$ cat config.mk
export PLATFORM = sky130hd
export DESIGN_NAME = apb_master
export DESIGN_NICKNAME = d
export VERILOG_FILES = /design/src/rtl/apb_pkg.sv /design/src/rtl/apb_master_timer.sv /design/src/rtl/apb_master.sv
export SDC_FILE = /design/constraint.sdc
export NUM_CORES = 1
export LEC_CHECK = 0
export BUFFER_PORTS_ARGS = -buffer_cell sky130_fd_sc_hd__buf_2
export CORE_MARGIN = 1.5
export CORE_UTILIZATION = 30
export DETAILED_ROUTE_END_ITERATION = 12
export GPL_ROUTABILITY_DRIVEN = 0
export SKIP_CTS_REPAIR_TIMING = 1
export SYNTH_ARGS = -nofsm -noshare
export SYNTH_HDL_FRONTEND = slang
export SYNTH_HIERARCHICAL = 1
export SYNTH_SLANG_ARGS = --single-unit
$ cat constraint.sdc
create_clock -name i_clk -period 2.2 [get_ports i_clk]
set_clock_uncertainty 0.05 [all_clocks]
set_input_delay 0.22 -clock i_clk [delete_from_list [all_inputs] [get_ports i_clk]]
set_output_delay 0.22 -clock i_clk [all_outputs]
set_load 0.02 [all_outputs]
$ cat src/rtl/apb_pkg.sv
`default_nettype none
// ============================================================================
//  Module      : apb_pkg
//  Description : Shared types and default widths for the APB master slice.
//                - apb_master_state_t : master FSM state encoding
//                - APB_ADDR_W / APB_DATA_W : default bus widths
//                - apb_rsp_t : response bundle (rdata, err, timeout)
//  Revision    : 1.0 - initial release
// ============================================================================
package apb_pkg;

  localparam int APB_ADDR_W = 32;
  localparam int APB_DATA_W = 32;

  typedef enum logic [1:0] {
    IDLE   = 2'd0,
    SETUP  = 2'd1,
    ACCESS = 2'd2,
    RESP   = 2'd3
  } apb_master_state_t;

  typedef struct packed {
    logic [APB_DATA_W-1:0] rdata;
    logic                  err;
    logic                  timeout;
  } apb_rsp_t;

endpackage
`default_nettype wire

$ cat src/rtl/apb_master_timer.sv
`default_nettype none
// ============================================================================
//  Module      : apb_master_timer
//  Description : Saturating ACCESS-phase wait counter. o_expired flags the
//                last permitted wait cycle (count == TIMEOUT_CYCLES-1).
//                TIMEOUT_CYCLES = 0 removes the counter; o_expired stays 0.
//  Ports       : i_clk      - clock, rising edge
//                i_reset_n  - asynchronous active-low reset
//                i_clear    - synchronous clear to zero (priority over enable)
//                i_enable   - count one wait cycle
//                o_expired  - count has reached TIMEOUT_CYCLES-1
//  Revision    : 1.0 - initial release
// ============================================================================
module apb_master_timer #(
  parameter int TIMEOUT_CYCLES = 16
) (
  input  logic i_clk,
  input  logic i_reset_n,
  input  logic i_clear,
  input  logic i_enable,
  output logic o_expired
);

  generate
    if (TIMEOUT_CYCLES > 0) begin : g_timer
      localparam int            CW     = $clog2(TIMEOUT_CYCLES + 1);
      localparam logic [CW-1:0] C_LAST = CW'(TIMEOUT_CYCLES - 1);
      localparam logic [CW-1:0] C_MAX  = CW'(TIMEOUT_CYCLES);

      logic [CW-1:0] r_count;

      // Holds at C_MAX rather than wrapping back to a small value.
      always_ff @(posedge i_clk or negedge i_reset_n) begin
        if (!i_reset_n) begin
          r_count <= '0;
        end else if (i_clear) begin
          r_count <= '0;
        end else if (i_enable && (r_count != C_MAX)) begin
          r_count <= r_count + CW'(1);
        end
      end

      assign o_expired = (r_count == C_LAST);
    end else begin : g_no_timer
      logic w_unused;
      assign w_unused  = i_clk ^ i_reset_n ^ i_clear ^ i_enable;
      assign o_expired = 1'b0;
    end
  endgenerate

endmodule
`default_nettype wire

$ cat src/rtl/apb_master.sv
`default_nettype none
// ============================================================================
//  Module      : apb_master
//  Description : valid/ready command port to APB bridge. One transfer in
//                flight; SETUP -> ACCESS -> RESP -> IDLE, with an optional
//                ACCESS-phase timeout for slaves that never raise PREADY.
//  Ports       : i_clk, i_reset_n          - clock / async active-low reset
//                i_cmd_* / o_cmd_ready      - command request channel
//                o_rsp_* / i_rsp_ready      - buffered response channel
//                PADDR..PENABLE             - APB requester outputs
//                PRDATA, PREADY, PSLVERR    - APB completer inputs
//  Revision    : 1.0 - initial release
// ============================================================================
module apb_master
  import apb_pkg::*;
#(
  parameter int ADDR_WIDTH     = APB_ADDR_W,
  parameter int DATA_WIDTH     = APB_DATA_W,
  parameter int TIMEOUT_CYCLES = 16
) (
  input  logic                  i_clk,
  input  logic                  i_reset_n,
  input  logic                  i_cmd_valid,
  output logic                  o_cmd_ready,
  input  logic [ADDR_WIDTH-1:0] i_cmd_addr,
  input  logic                  i_cmd_write,
  input  logic [DATA_WIDTH-1:0] i_cmd_wdata,
  output logic                  o_rsp_valid,
  input  logic                  i_rsp_ready,
  output logic [DATA_WIDTH-1:0] o_rsp_rdata,
  output logic                  o_rsp_err,
  output logic                  o_rsp_timeout,
  output logic [ADDR_WIDTH-1:0] PADDR,
  output logic                  PWRITE,
  output logic [DATA_WIDTH-1:0] PWDATA,
  output logic                  PSELx,
  output logic                  PENABLE,
  input  logic [DATA_WIDTH-1:0] PRDATA,
  input  logic                  PREADY,
  input  logic                  PSLVERR
);

  apb_master_state_t r_state;
  apb_master_state_t w_next_state;

  logic w_load;
  logic w_cap_done;
  logic w_cap_timeout;
  logic w_timer_clear;
  logic w_timer_en;
  logic w_expired;

  apb_master_timer #(
    .TIMEOUT_CYCLES (TIMEOUT_CYCLES)
  ) u_timer (
    .i_clk     (i_clk),
    .i_reset_n (i_reset_n),
    .i_clear   (w_timer_clear),
    .i_enable  (w_timer_en),
    .o_expired (w_expired)
  );

  always_ff @(posedge i_clk or negedge i_reset_n) begin
    if (!i_reset_n) begin
      r_state <= IDLE;
    end else begin
      r_state <= w_next_state;
    end
  end

  // PSELx/PENABLE decode straight from the state register, so the async
  // reset of r_state drops the bus in the same cycle.
  always_comb begin
    w_next_state  = r_state;
    w_load        = 1'b0;
    w_cap_done    = 1'b0;
    w_cap_timeout = 1'b0;
    w_timer_clear = 1'b0;
    w_timer_en    = 1'b0;
    o_cmd_ready   = 1'b0;
    o_rsp_valid   = 1'b0;
    PSELx         = 1'b0;
    PENABLE       = 1'b0;
    case (r_state)
      IDLE: begin
        o_cmd_ready = i_reset_n;
        if (i_cmd_valid && i_reset_n) begin
          w_load       = 1'b1;
          w_next_state = SETUP;
        end
      end
      SETUP: begin
        PSELx         = 1'b1;
        w_timer_clear = 1'b1;
        w_next_state  = ACCESS;
      end
      ACCESS: begin
        PSELx      = 1'b1;
        PENABLE    = 1'b1;
        w_timer_en = ~PREADY;
        if (PREADY) begin
          w_cap_done   = 1'b1;
          w_next_state = RESP;
        end else if (w_expired) begin
          w_cap_timeout = 1'b1;
          w_next_state  = RESP;
        end
      end
      RESP: begin
        o_rsp_valid = 1'b1;
        if (i_rsp_ready) begin
          w_next_state = IDLE;
        end
      end
      default: begin
        w_next_state = IDLE;
      end
    endcase
  end

  // Address/direction/data load only on command acceptance, so they are
  // stable across SETUP/ACCESS and keep their last value while idle.
  always_ff @(posedge i_clk or negedge i_reset_n) begin
    if (!i_reset_n) begin
      PADDR         <= '0;
      PWRITE        <= 1'b0;
      PWDATA        <= '0;
      o_rsp_rdata   <= '0;
      o_rsp_err     <= 1'b0;
      o_rsp_timeout <= 1'b0;
    end else begin
      if (w_load) begin
        PADDR  <= i_cmd_addr;
        PWRITE <= i_cmd_write;
        PWDATA <= i_cmd_wdata;
      end
      if (w_cap_done) begin
        o_rsp_rdata   <= PWRITE ? '0 : PRDATA;
        o_rsp_err     <= PSLVERR;
        o_rsp_timeout <= 1'b0;
      end else if (w_cap_timeout) begin
        o_rsp_rdata   <= '0;
        o_rsp_err     <= 1'b1;
        o_rsp_timeout <= 1'b1;
      end
    end
  end

endmodule
`default_nettype wire

==> results.yml <==
synth:
  synth-main-ff-cell: "dfrtp_1"
  synth_area_leaders: "dfrtp_1 (60%), mux2_4 (17%), a22o_1 (6.4%)"
  synth_common_cells: "dfrtp_1 (106), mux2_4 (51), a22o_1 (32), mux2_2 (16)"
  yosys_warnings: 6
  synth_area_mm2: 0.00439
  syn-instance-count: 269
  ys_async_sr_fraction_pct: 100
  synthMuxAreaShare_pct: 21.8
  yosysTopAreaCell: "dfrtp_1"
  synth_compound_area_share_pct: 8.21
  synth_most_common_cell: "dfrtp_1"
  ys_types: 27
  synth_edf_count: 0
  syn_avg_cell_area_um2: 16.3
  synth_xor_area_share_pct: 0.200
  syn_nets: 381
  synthAdderAreaFrac_pct: 2.57
  synth-seq-cells: 106
  synthSimpleGateAreaFrac_pct: 2.48
  synth-seq-area-share_pct: 60.5
  synth_top_family_by_area: "multiplexers"
  synth_top_area_share_pct: 60.5
final_layout:
  fin_cells: 671
  final_layout_size_suffix_gt1_share_pct: 61.8
  diodes: 0
  fill_cells: 1344
  area.sequential_mm2: 0.00265
  multi_input_area_mm2: 0.00155
  nNetsFinal: 594
  area_growth_pct: 34.2
global_routing:
  grt_pass1_wl_um: 14800
  antenna_found_initial: 0
  grt-ovfl-total: 0
  grt_max_degree: 59
  grt_pass1_vias: 2916
  grt_use_total_pct: 12.7
routing:
  viasPerCell: 4.42
  antenna_left: 0
  num_vias: 2969
  drt_iter0_drc: 124
  firstDrtPassIters: 6
  wl_per_cell_um: 14.7
  drt-total-wl_um: 9860
  drc_errors: 0
timing:
  rsz0062_at_grt: "no"
  slew_headroom_pct: 51.0
  period_minus_slack_ns: 1.87
  tns_ns: 0
  drv_slew: 0
  fmax_mhz: 534
  whs_ns: 0.0388
  fin_crit_sh_pct: 85.1
  setup_slack_ns: 0.327
  setup_viol: 0
  tightest_slew_ns: 0.736
  hold_viol: 0
clocking:
  cts-root-buf: "clkbuf_16"
  cts_buffer_depth: 2
  clk_latency_ns: 0.34
  cts_sinks: 106
  clk_pin_slew_ns: 0.07
  cts_tree: "done"
  htreeDepth: 3
  numCtsBuffers: 9
status:
  status: "finished, final reports clean"
critical_path:
  crit_arrival_ns: 2.05
  cp_slowest_cell: "dfrtp_1"
  worstSetupPathType: "flop to flop"
  cp-end-kind: "flop"
  slowest_delay_ns: 0.39
  cp.required_ns: 2.38
  start_kind: "flop"
  critical-path-top-delay-family: "flip-flops"
  worst-path-buf-inv: 2
  crit_path_cell_trace: "inv_1 > ha_1 > and2_4 > nand2_4 > buf_12 > mux2_2"
  cp_max_fo: 26
floorplanning:
  io_pins: 206
  die-area_mm2: 0.0154
  start_util_pct: 30.4
  fp.dieW_um: 124
  rows: 44
  fp.dieH_um: 124
  core_mm2: 0.0144
hold_path:
  hp-class: "primary input to flop"
place:
  dp_hpwl_um: 7210
  placed_cells: 654
  port_buffers: 205
  preCtsSetupSlack_ns: 0.305
flow_run:
  cap_violations: 0
pwr:
  p_leak_nw: 3.20
  ir_drop_v: 0.000415
  p_per_area_mw_per_mm2: 1510
==> per-layer routing <==
layer	vias up	wire (µm)	track usage [%]
li1	1387	-	-
met1	1459	4210	16.0
met2	114	4580	19.8
met3	9	894	3.89
met4	0	165	5.97
met5	-	0	0
==> state kept, by name, summed over array words and instances, names as in the netlist <==
signal and flops:
PADDR 32, PWDATA 32, o_rsp_rdata 32, u_timer/g_timer.r_count 5
r_state 2, PWRITE 1, o_rsp_err 1, o_rsp_timeout 1
==> power breakdown <==
part | total (mW) | leakage, nW | internal [mW] | switching [mW]
logic | 4.02 | 1.75 | 1.87 | 2.14
clock network | 1.51 | 0.143 | 0.801 | 0.713
registers | 3.34 | 1.31 | 2.84 | 0.498
total | 8.87 | 3.20 | 5.51 | 3.35
==> final cells by class <==
cell class                 instances  share of cell area [%]
sequential                       106                    45.0
multi-input combinational        141                    26.3
timing repair buffer             215                    19.4
clock buffer                      10                    4.06
tap                              184                    3.91
clock inverter                     6                   0.701
inverter                           9                   0.574
==> kinds of logic (layout without fill, tap and decap cells) <==
kind of cell	Yosys count	count (layout)
AO/OA/AOI/OAI	43	43
adder cells (fa/ha/maj)	9	9
multiplexers	68	68
flip-flops	106	106
AND/OR/NAND/NOR	20	20
XOR/XNOR	1	1
buffers and inverters	22	240
==> final timing paths <==
| path | from | endpoint | slack [ns] | cells past startpoint |
|---|---|---|---|---|
| worst max-delay path | r_state[0] | PADDR[31] | 0.33 | 6 |
| worst max register to register | r_state[0] | PADDR[31] | 0.33 | 6 |
| max in group asynchronous | i_reset_n | o_rsp_rdata[21] | 0.58 | 4 |
| worst min register to register | PWDATA[4] | PWDATA[4] | 0.45 | 1 |
| min in group asynchronous | i_reset_n | PADDR[13] | 0.40 | 3 |
| worst min-delay path | PRDATA[12] | o_rsp_rdata[12] | 0.04 | 2 |
==> layout by cell type (no fill, tap or decap), types with 2 or more instances in the layout <==
master	instances
nor2b_1	3
nand2_1	4
nor2_1	5
clkbuf_16	9
buf_12	3
clkinv_2	3
clkinv_4	2
mux2_4	51
mux2_2	16
a211oi_1	2
buf_2	204
ha_1	9
a22o_1	32
dfrtp_1	106
a21oi_1	3
nand2b_1	2
inv_1	9
buf_4	7
==> stage by stage <==
| stage | power, mW | area [µm²] | util, % |
|---|---|---|---|
| 2_1_floorplan | 6.08 | 4390 | - |
| 3_3_place_gp | 7.33 | 5600 | 38.8 |
| 5_1_grt | 9.47 | 5890 | 40.8 |
| 4_1_cts | 9.01 | 5880 | 40.8 |
| 6_report | 8.87 | 5890 | 40.8 |
| 3_5_place_dp | 7.43 | 5600 | 38.8 |
No activity file was read; power rests on OpenSTA's default activity.
